`src/rtl/pulse_sched_pkg.sv`:
```
// Shared types for the fast->slow pulse-transfer scheduler.
// Holds the FSM state encoding and the index-width helper.
package pulse_sched_pkg;

   typedef enum logic [1:0] {
      IDLE,
      ISSUE,
      GAP
   } state_e;

   // Width needed to index n items, never narrower than one bit.
   function automatic int unsigned id_w(input int unsigned n);
      return (n > 1) ? $clog2(n) : 1;
   endfunction

endpackage

```
`src/rtl/pulse_rr_arbiter.sv`:
```
// Combinational round-robin arbiter. It picks the first requesting index
// at or after ptr_i, wrapping around; the pointer register lives in the caller.
module pulse_rr_arbiter
   import pulse_sched_pkg::*;
#(
   parameter int unsigned N_REQ = 4
) (
   input  logic [N_REQ-1:0]        req_i,
   input  logic [id_w(N_REQ)-1:0]  ptr_i,
   input  logic                    grant_en_i,
   output logic                    gnt_valid_o,
   output logic [id_w(N_REQ)-1:0]  gnt_id_o
);

   localparam int unsigned IDW = id_w(N_REQ);

   logic           found;
   logic [IDW-1:0] idx;

   always_comb begin
      found    = 1'b0;
      idx      = '0;
      gnt_id_o = '0;
      for (int unsigned k = 0; k < N_REQ; k++) begin
         idx = IDW'((32'(ptr_i) + k) % N_REQ);
         if (!found && req_i[idx]) begin
            found    = 1'b1;
            gnt_id_o = idx;
         end
      end
      gnt_valid_o = found && grant_en_i;
   end

endmodule

```
`src/rtl/pulse_xfer_scheduler.sv`:
```
// Shares one fast->slow pulse channel among N_REQ requesters: counts request
// pulses, grants round-robin, and issues phase-aligned RATIO-wide pulses with gaps.
module pulse_xfer_scheduler
   import pulse_sched_pkg::*;
#(
   parameter int unsigned N_REQ = 4,
   parameter int unsigned RATIO = 2,
   parameter int unsigned CNT_W = 4
) (
   input  logic                    clk,
   input  logic                    rst,
   input  logic                    en,
   input  logic [N_REQ-1:0]        req_pulse,
   input  logic [N_REQ-1:0]        ovf_clr,
   output logic                    edge_out,
   output logic [id_w(N_REQ)-1:0]  grant_id,
   output logic                    busy,
   output logic [id_w(RATIO)-1:0]  slow_phase,
   output logic                    pending_any,
   output logic [N_REQ-1:0]        ovf
);

   localparam int unsigned      IDW     = id_w(N_REQ);
   localparam int unsigned      PHW     = id_w(RATIO);
   localparam logic [PHW-1:0]   PH_LAST = PHW'(RATIO - 1);
   localparam logic [IDW-1:0]   ID_LAST = IDW'(N_REQ - 1);
   localparam logic [CNT_W-1:0] CNT_MAX = '1;

   state_e           state_q, state_d;
   logic [PHW-1:0]   phase_q, phase_d;
   logic [PHW-1:0]   wcnt_q, wcnt_d;
   logic [IDW-1:0]   grant_q, grant_d;
   logic [IDW-1:0]   ptr_q, ptr_d;
   logic [CNT_W-1:0] cnt_q [N_REQ];
   logic [CNT_W-1:0] cnt_d [N_REQ];
   logic [N_REQ-1:0] ovf_q, ovf_d;
   logic             edge_q, busy_q;

   logic [N_REQ-1:0] nz;
   logic             grant_window;
   logic             fire;
   logic [IDW-1:0]   gnt_id;

   // A grant may only land on the last phase slot, either from IDLE or on the
   // final GAP cycle, so back-to-back transfers stay one per 2*RATIO cycles.
   assign grant_window = en && (phase_q == PH_LAST) &&
                         ((state_q == IDLE) || ((state_q == GAP) && (wcnt_q == PH_LAST)));

   pulse_rr_arbiter #(.N_REQ(N_REQ)) u_arb (
      .req_i       (nz),
      .ptr_i       (ptr_q),
      .grant_en_i  (grant_window),
      .gnt_valid_o (fire),
      .gnt_id_o    (gnt_id)
   );

   always_comb begin
      phase_d = (phase_q == PH_LAST) ? '0 : phase_q + 1'b1;
      for (int unsigned i = 0; i < N_REQ; i++) begin
         nz[i] = (cnt_q[i] != '0);
      end
   end

   always_comb begin
      state_d = state_q;
      wcnt_d  = wcnt_q;
      grant_d = grant_q;
      ptr_d   = ptr_q;
      case (state_q)
         IDLE: begin
            if (fire) begin
               state_d = ISSUE;
               wcnt_d  = '0;
            end
         end
         ISSUE: begin
            if (wcnt_q == PH_LAST) begin
               state_d = GAP;
               wcnt_d  = '0;
            end else begin
               wcnt_d = wcnt_q + 1'b1;
            end
         end
         GAP: begin
            if (wcnt_q == PH_LAST) begin
               state_d = fire ? ISSUE : IDLE;
               wcnt_d  = '0;
            end else begin
               wcnt_d = wcnt_q + 1'b1;
            end
         end
         default: begin
            state_d = IDLE;
            wcnt_d  = '0;
         end
      endcase
      if (fire) begin
         grant_d = gnt_id;
         ptr_d   = (gnt_id == ID_LAST) ? '0 : gnt_id + 1'b1;
      end
   end

   always_comb begin
      for (int unsigned i = 0; i < N_REQ; i++) begin
         cnt_d[i] = cnt_q[i];
         ovf_d[i] = ovf_q[i] & ~ovf_clr[i];
         if (req_pulse[i] && !(fire && (gnt_id == IDW'(i)))) begin
            if (cnt_q[i] == CNT_MAX) begin
               ovf_d[i] = 1'b1;
            end else begin
               cnt_d[i] = cnt_q[i] + 1'b1;
            end
         end else if (!req_pulse[i] && fire && (gnt_id == IDW'(i))) begin
            cnt_d[i] = cnt_q[i] - 1'b1;
         end
      end
   end

   always_ff @(posedge clk or posedge rst) begin
      if (rst) begin
         state_q <= IDLE;
         phase_q <= '0;
         wcnt_q  <= '0;
         grant_q <= '0;
         ptr_q   <= '0;
         cnt_q   <= '{default: '0};
         ovf_q   <= '0;
         edge_q  <= 1'b0;
         busy_q  <= 1'b0;
      end else begin
         state_q <= state_d;
         phase_q <= phase_d;
         wcnt_q  <= wcnt_d;
         grant_q <= grant_d;
         ptr_q   <= ptr_d;
         cnt_q   <= cnt_d;
         ovf_q   <= ovf_d;
         edge_q  <= (state_d == ISSUE);
         busy_q  <= (state_d != IDLE);
      end
   end

   assign edge_out    = edge_q;
   assign busy        = busy_q;
   assign grant_id    = grant_q;
   assign slow_phase  = phase_q;
   assign pending_any = |nz;
   assign ovf         = ovf_q;

endmodule

```
`config.mk`:
```
export PLATFORM = sky130hd
export DESIGN_NAME = pulse_xfer_scheduler
export DESIGN_NICKNAME = d
export VERILOG_FILES = /design/src/rtl/pulse_sched_pkg.sv /design/src/rtl/pulse_rr_arbiter.sv /design/src/rtl/pulse_xfer_scheduler.sv
export SDC_FILE = /design/constraint.sdc
export NUM_CORES = 1
export LEC_CHECK = 0
export ABC_AREA = 1
export BUFFER_PORTS_ARGS = -buffer_cell sky130_fd_sc_hd__buf_4
export CORE_MARGIN = 8
export CORE_UTILIZATION = 50
export CTS_BUF_LIST = sky130_fd_sc_hd__clkbuf_2 sky130_fd_sc_hd__clkbuf_4 sky130_fd_sc_hd__clkbuf_8
export DETAILED_ROUTE_END_ITERATION = 16
export GPL_ROUTABILITY_DRIVEN = 1
export PLACE_DENSITY = 0.69
export SETUP_SLACK_MARGIN = 0.2
export SLEW_MARGIN = 20
export SYNTH_ARGS = -nofsm -noshare
export SYNTH_HDL_FRONTEND = slang
export SYNTH_SLANG_ARGS = --single-unit
```
`constraint.sdc`:
```
create_clock -name clk -period 7.73 [get_ports clk]
set_clock_uncertainty 0.05 [all_clocks]
set_input_delay 0.773 -clock clk [delete_from_list [all_inputs] [get_ports clk]]
set_output_delay 0.773 -clock clk [all_outputs]
set_load 0.05 [all_outputs]
```
* Word level (Yosys, flattened, before mapping)
Cells that the tools add are included.
** Storage, ports and cells
- Register bits :: 30
- Output and inout bits :: 10
** Operators by class
- Add/sub/neg operators :: 14
- $lt $le $gt $ge :: 4
- Eq/ne operators :: 15
- Multiplexer cells :: 46
- Bitwise logic cells :: 8
- Reduce and logical (&&, ||, !) cells :: 52
** Operators with widths (count)
- 4-bit 2-to-1 mux :: 12
- 1-bit logical AND :: 23
- 1-bit 2-to-1 mux :: 20
- 4-bit by 1-bit adder with 4-bit output (second input constant) :: 4
- 4-bit == test (second input constant) :: 4
- 2-bit 2-to-1 mux :: 8
- 4-bit nonzero test :: 4
- 4-bit by 1-bit subtractor with 4-bit output (second input constant) :: 4
- 2-bit by 3-bit less-than comparator with 1-bit output (second input constant) :: 4
- 1-bit zero test :: 11
- 2-bit inequality test (second input constant) :: 5
- 2-bit nonzero test :: 5
- 1-bit binary-select mux with 2-bit select :: 4
- 2-bit AND reduction :: 4
- 2-bit by 1-bit == test with 1-bit output (second input constant) :: 3
- 2-bit == test (second input constant) :: 3
- 2-bit one-hot mux with 3 select lines :: 1
- 2-bit by 1-bit adder with 2-bit output (second input constant) :: 2
- 2-bit adder (second input constant) :: 2
- 1-bit bitwise AND :: 4
- 2-bit zero test :: 2
- 1-bit inverter :: 4
- 4-bit OR reduction :: 1
- 1-bit adder (second input constant) :: 2
- other kinds (3) :: 3

* Longest topological paths before layout
- Depth after elaboration :: 19
- Depth in mapped cells :: 24
- Mapped depth without buffers :: 23

* Modules after synthesis
A second synthesis with hierarchy kept.
** Second synthesis, totals
- Cell total of the unflattened synthesis :: 294
- Area total of the unflattened synthesis :: 2252.2 sq um
** By module, submodules not included
- pulse_xfer_scheduler :: instances 1, cells each 234, area each 1946.9 sq um, sequential area each 750.7 sq um
- pulse_rr_arbiter :: instances 1, cells each 60, area each 305.3 sq um, sequential area each 0.0 sq um

* Worst setup path before layout
Ideal clock, no wire load.
- Kind :: reg2reg
- Start :: reg cnt_q[12] (netlist bit)
- End :: reg cnt_q[15] (netlist bit)
- Data arrival time :: 2.696 ns
- Data required time :: 7.563 ns
- Path slack :: 4.867 ns
- Stages on the path, launching flop included :: 23
- Buffers on the path :: 0
- Period minus slack after synthesis :: 2.863 ns
- Cell sequence :: dfrtp_1 > nor2_2 > nand3_1 > nand3_1 > nand2_1 > inv_1 > nand2_1 > nand2_1 > nand2_1 > a21oi_2 > inv_1 > ha_1 > nand3_4 > nand2_1 > ha_1 > nand2_1 > nand2_1 > a31oi_1 > inv_1 > nand2_2 > nand3_2 > nand2_1 > nand2_1
** On the way
- Cells in the longest elaborated chain, start to end :: 19
** Ends and longest elaborated chain
- start: declaration :: line pulse_xfer_scheduler.sv:34 : logic [CNT_W-1:0] cnt_q [N_REQ];
- start signal: assignment :: line pulse_xfer_scheduler.sv:136 : cnt_q <= cnt_d;
- 4-bit nonzero test * :: line pulse_xfer_scheduler.sv:60 : nz[i] = (cnt_q[i] != '0);
- 1-bit binary-select mux with 2-bit select :: line pulse_rr_arbiter.sv:26 : if (!found && req_i[idx]) begin
- 1-bit 2-to-1 mux (implied by the code) :: line pulse_rr_arbiter.sv:26
- 1-bit 2-to-1 mux :: line pulse_rr_arbiter.sv:26
- 1-bit zero test :: line pulse_rr_arbiter.sv:26
- 1-bit logical AND :: line pulse_rr_arbiter.sv:26
- 1-bit 2-to-1 mux :: line pulse_rr_arbiter.sv:26
- 1-bit zero test :: line pulse_rr_arbiter.sv:26
- [... 4 more ...]
- 2-bit 2-to-1 mux * :: line pulse_rr_arbiter.sv:26
- net gnt_id[0] :: line pulse_xfer_scheduler.sv:42 : logic [IDW-1:0] gnt_id;
- 2-bit zero test * :: line pulse_xfer_scheduler.sv:107, pulse_xfer_scheduler.sv:113
- 1-bit logical AND :: line pulse_xfer_scheduler.sv:107 : if (req_pulse[i] && !(fire && (gnt_id == IDW'(i)))) begin
- 1-bit zero test :: line pulse_xfer_scheduler.sv:107
- 1-bit logical AND :: line pulse_xfer_scheduler.sv:107
- 2-bit inequality test (no source line) / 2-bit nonzero test (equally long branches)
- 2-bit AND reduction (no source line)
The timed path passes the listed nets; every way through them passes the cells marked *. The select of a mux whose other input is x is not followed.
A chain may end at the register's enable or synchronous reset.

* Worst setup path in the final report
- Start :: reg cnt_q[9] (netlist bit)
- End :: reg cnt_q[15] (netlist bit)
Same word-level chain as after synthesis.

==> run_results.csv <==
group,metric,value,unit
run_status,status,"completed",
logic_synthesis,syn_area,2175,µm²
global_route,overflow,0,
clock_network,cts_tree,"yes",
timing,rsz0062_at_grt,"no",
finish,diodes,0,
finish,fin_nets,312,
clock_network,hold_buffers,0,
clock_network,max-clock-path-buffers,2,
timing,maxSlewViolCount,0,
logic_synthesis,ys_types,29,
global_route,track_usage,13.51,%
logic_synthesis,synth-xor-area-share,4.315,%
place,port_buffers,20,
worst_setup_path,r2r_slack,4460,ps
worst_setup_path,r2r-start,"cnt_q[9]$_DFFE_PP0P_",
routing,first_pass_iters,4,
routing,vias,1714,
worst_hold_path,min_from,"slow_phase$_DFF_PP0_",
logic_synthesis,synth_top_family_by_area,"simple AND/OR/NAND/NOR gates",
worst_setup_path,path_class,"reg2reg",
clock_network,cts_sinks,30,
finish,drive_above_1_share,21.00,%
routing,ant_nets,0,
logic_synthesis,yosysSeqAreaShare,34.52,%
logic_synthesis,avgSynthCellArea,8.561,µm²
clock_network,cts_root_buffer,"clkbuf_8",
worst_hold_path,worst_hold_path.num_cells,1,
die,die_h,81.95,µm
routing,viasPerCell,5.147,
worst_setup_path,r2r-end,"cnt_q[15]$_DFFE_PP0P_",
worst_setup_path,critPathMaxFanout,5,
finish,layout_commonest_cell,"nand2_1",
finish,area_growth,13.87,%
logic_synthesis,synth_compound_area_share,10.53,%
timing,hold_viol_final,0,
timing,finalSetupViolCount,0,
worst_setup_path,cp.required,7850,ps
timing,tns,0,ps
global_route,grt_pass1_wl,7.155,mm
logic_synthesis,synth_ff_type,"dfrtp_1",
logic_synthesis,ys_async_sr_fraction,100.0,%
clock_network,clock_latency,280,ps
routing,postRouteWirelength,4.092,mm
global_route,grt_max_degree,31,
logic_synthesis,synth.largest_area_cell,"dfrtp_1",
flow_run,maxCapViolCount,0,
logic_synthesis,yosys.area_share.simple,31.30,%
worst_hold_path,hp-class,"reg2reg",
worst_setup_path,r2r_cells,22,
worst_hold_path,hold_end,"slow_phase$_DFF_PP0_",
place,hpwl,3.181,mm
die,die-area,6716,µm²
logic_synthesis,synthMuxAreaShare,0,%
logic_synthesis,yosys_warnings,0,
place,routabilityCongestion,0.8726,
worst_setup_path,critPathArrivalTime,3380,ps
worst_setup_path,start_kind,"register",
routing,drc,0,
die,coreArea,4264,µm²
timing,slew_headroom,74.26,%
global_route,antenna_found_initial,0,
die,std_cell_rows,24,
finish,postLayoutCellArea,2476,µm²
clock_network,cts.clk_slew.worst_paths,60,ps
pwr,peakVddDrop,0.2305,mV
logic_synthesis,postSynthNetCount,285,
die,die_w,81.95,µm
die,start_util,51.00,%
clock_network,post_cts_buffers,0,
clock_network,cts.htree.levels,2,
timing,fin_crit,3266,ps
logic_synthesis,synth_seq_cells,30,
logic_synthesis,synthTopCellsByArea,"dfrtp_1 35%, nand2_1 10%, ha_1 9.2%, inv_1 6.0%, nand3_1 6.0%",
global_route,grt_pass1_vias,1637,
timing,fmax,306.1,MHz
logic_synthesis,synth_edf_count,0,
finish,final_cell_mix,"59 x nand2_1, 35 x inv_1, 30 x dfrtp_1",
pwr,power_leakage,1.247,nW
logic_synthesis,syn_inst,254,
place,post_dp_cell_area,2392,µm²
pwr,power_density,443.6,nW/µm²
logic_synthesis,synth_top_area_share,34.52,%
routing,wire_per_inst,12.29,µm
timing,fin_crit_sh,42.26,%
clock_network,numCtsBuffers,5,
logic_synthesis,synthAdderAreaFrac,12.89,%
timing,worst_pin_slew,386.1,ps
worst_setup_path,crit_path_end_kind,"register",
routing,drt_iter0_drc,54,
clock_network,cts_resized,0,
die,ios,21,
## sequential cells by signal, summed over array words and instances, names as in the netlist
signal	cells
state_q	2
busy	1
wcnt_q	1
slow_phase	1
cnt_q	16
grant_id	2
edge_out	1
ptr_q	2
ovf	4
## power breakdown
group	total (mW)	internal (mW)	switching, mW	leakage (nW)
Combinational	0.655	0.256	0.399	0.836
Clock	0.123	0.0688	0.0538	0.0452
Sequential	0.321	0.229	0.0922	0.366
## kinds of logic after synthesis
group | count (synthesis)
compound gates | 31
buf+inv | 37
fa+ha+maj | 20
simple gates | 127
xor+xnor | 9
flops | 30
## area by class of cell
type                    count  area [µm²]
inverters                  36       135.1
clock buffers               7       83.83
flip-flops and latches     30       750.7
fillers                   396        1788
repair buffers             21       157.7
multi-input cells         187        1284
well taps                  52       65.06
## Yosys cell counts (5+ instances only)
cell type,instances
inv_1,35
o21ai_0,8
nand3_1,26
nand4_1,8
a21oi_1,7
ha_1,16
nand2_1,59
dfrtp_1,30
nor2_1,11
nand3_4,5
## worst max-delay path by stage
stage / slack [ps] / depth (start not counted) / startpoint / end
detailed placement: 4500 / 22 / cnt_q[9]$_DFFE_PP0P_ / cnt_q[15]$_DFFE_PP0P_
global placement: 4530 / 21 / ptr_q[0]$_DFFE_PP0P_ / cnt_q[15]$_DFFE_PP0P_
global route: 4140 / 21 / cnt_q[13]$_DFFE_PP0P_ / cnt_q[3]$_DFFE_PP0P_
floorplan: 4870 / 22 / cnt_q[12]$_DFFE_PP0P_ / cnt_q[15]$_DFFE_PP0P_
CTS: 4500 / 22 / cnt_q[9]$_DFFE_PP0P_ / cnt_q[15]$_DFFE_PP0P_
finish: 4460 / 22 / cnt_q[9]$_DFFE_PP0P_ / cnt_q[15]$_DFFE_PP0P_
## metrics by stage
step           cells  hold WS [ps]  utilization (%)  total power [mW]  worst slack [ps]
6_report         333         399.8            58.07             1.098              4464
5_1_grt          333         432.7            58.07             1.214              4145
4_1_cts          333         403.9            58.07             1.109              4495
3_5_place_dp     326         389.0            56.10            0.9783              4503
3_3_place_gp     326         382.7            56.10            0.9660              4529
2_1_floorplan    254         433.7                -            0.8450              4867
## critical path, stage by stage, from the launching register on
cell and delay (ps):
dfrtp_1 450, nor2_1 240, nand3_1 170, nand2_1 90, nand2_1 50, nand2_1 70, nand2_1 70, nand3_1 70
nand2_1 120, a21oi_2 180, inv_1 80, ha_1 220, nand3_4 120, nand2_1 160, ha_1 360, nand2_1 80
nand2_1 50, a31oi_1 190, inv_1 70, nand2_2 80, nand3_2 70, nand2_1 70, nand2_1 50
## per-layer routing
layer  routed length, µm  part of all wire [%]  up-vias  global-route usage (%)
li1                    -                     -      892                       -
met1                1987                    49      790                   17.02
met2                1895                    46       27                   21.47
met3                 157                   3.8        5                   3.392
met4                  52                   1.3        0                   5.789
met5                   0                     0        -                       0
(Power assumes the default switching activity.)
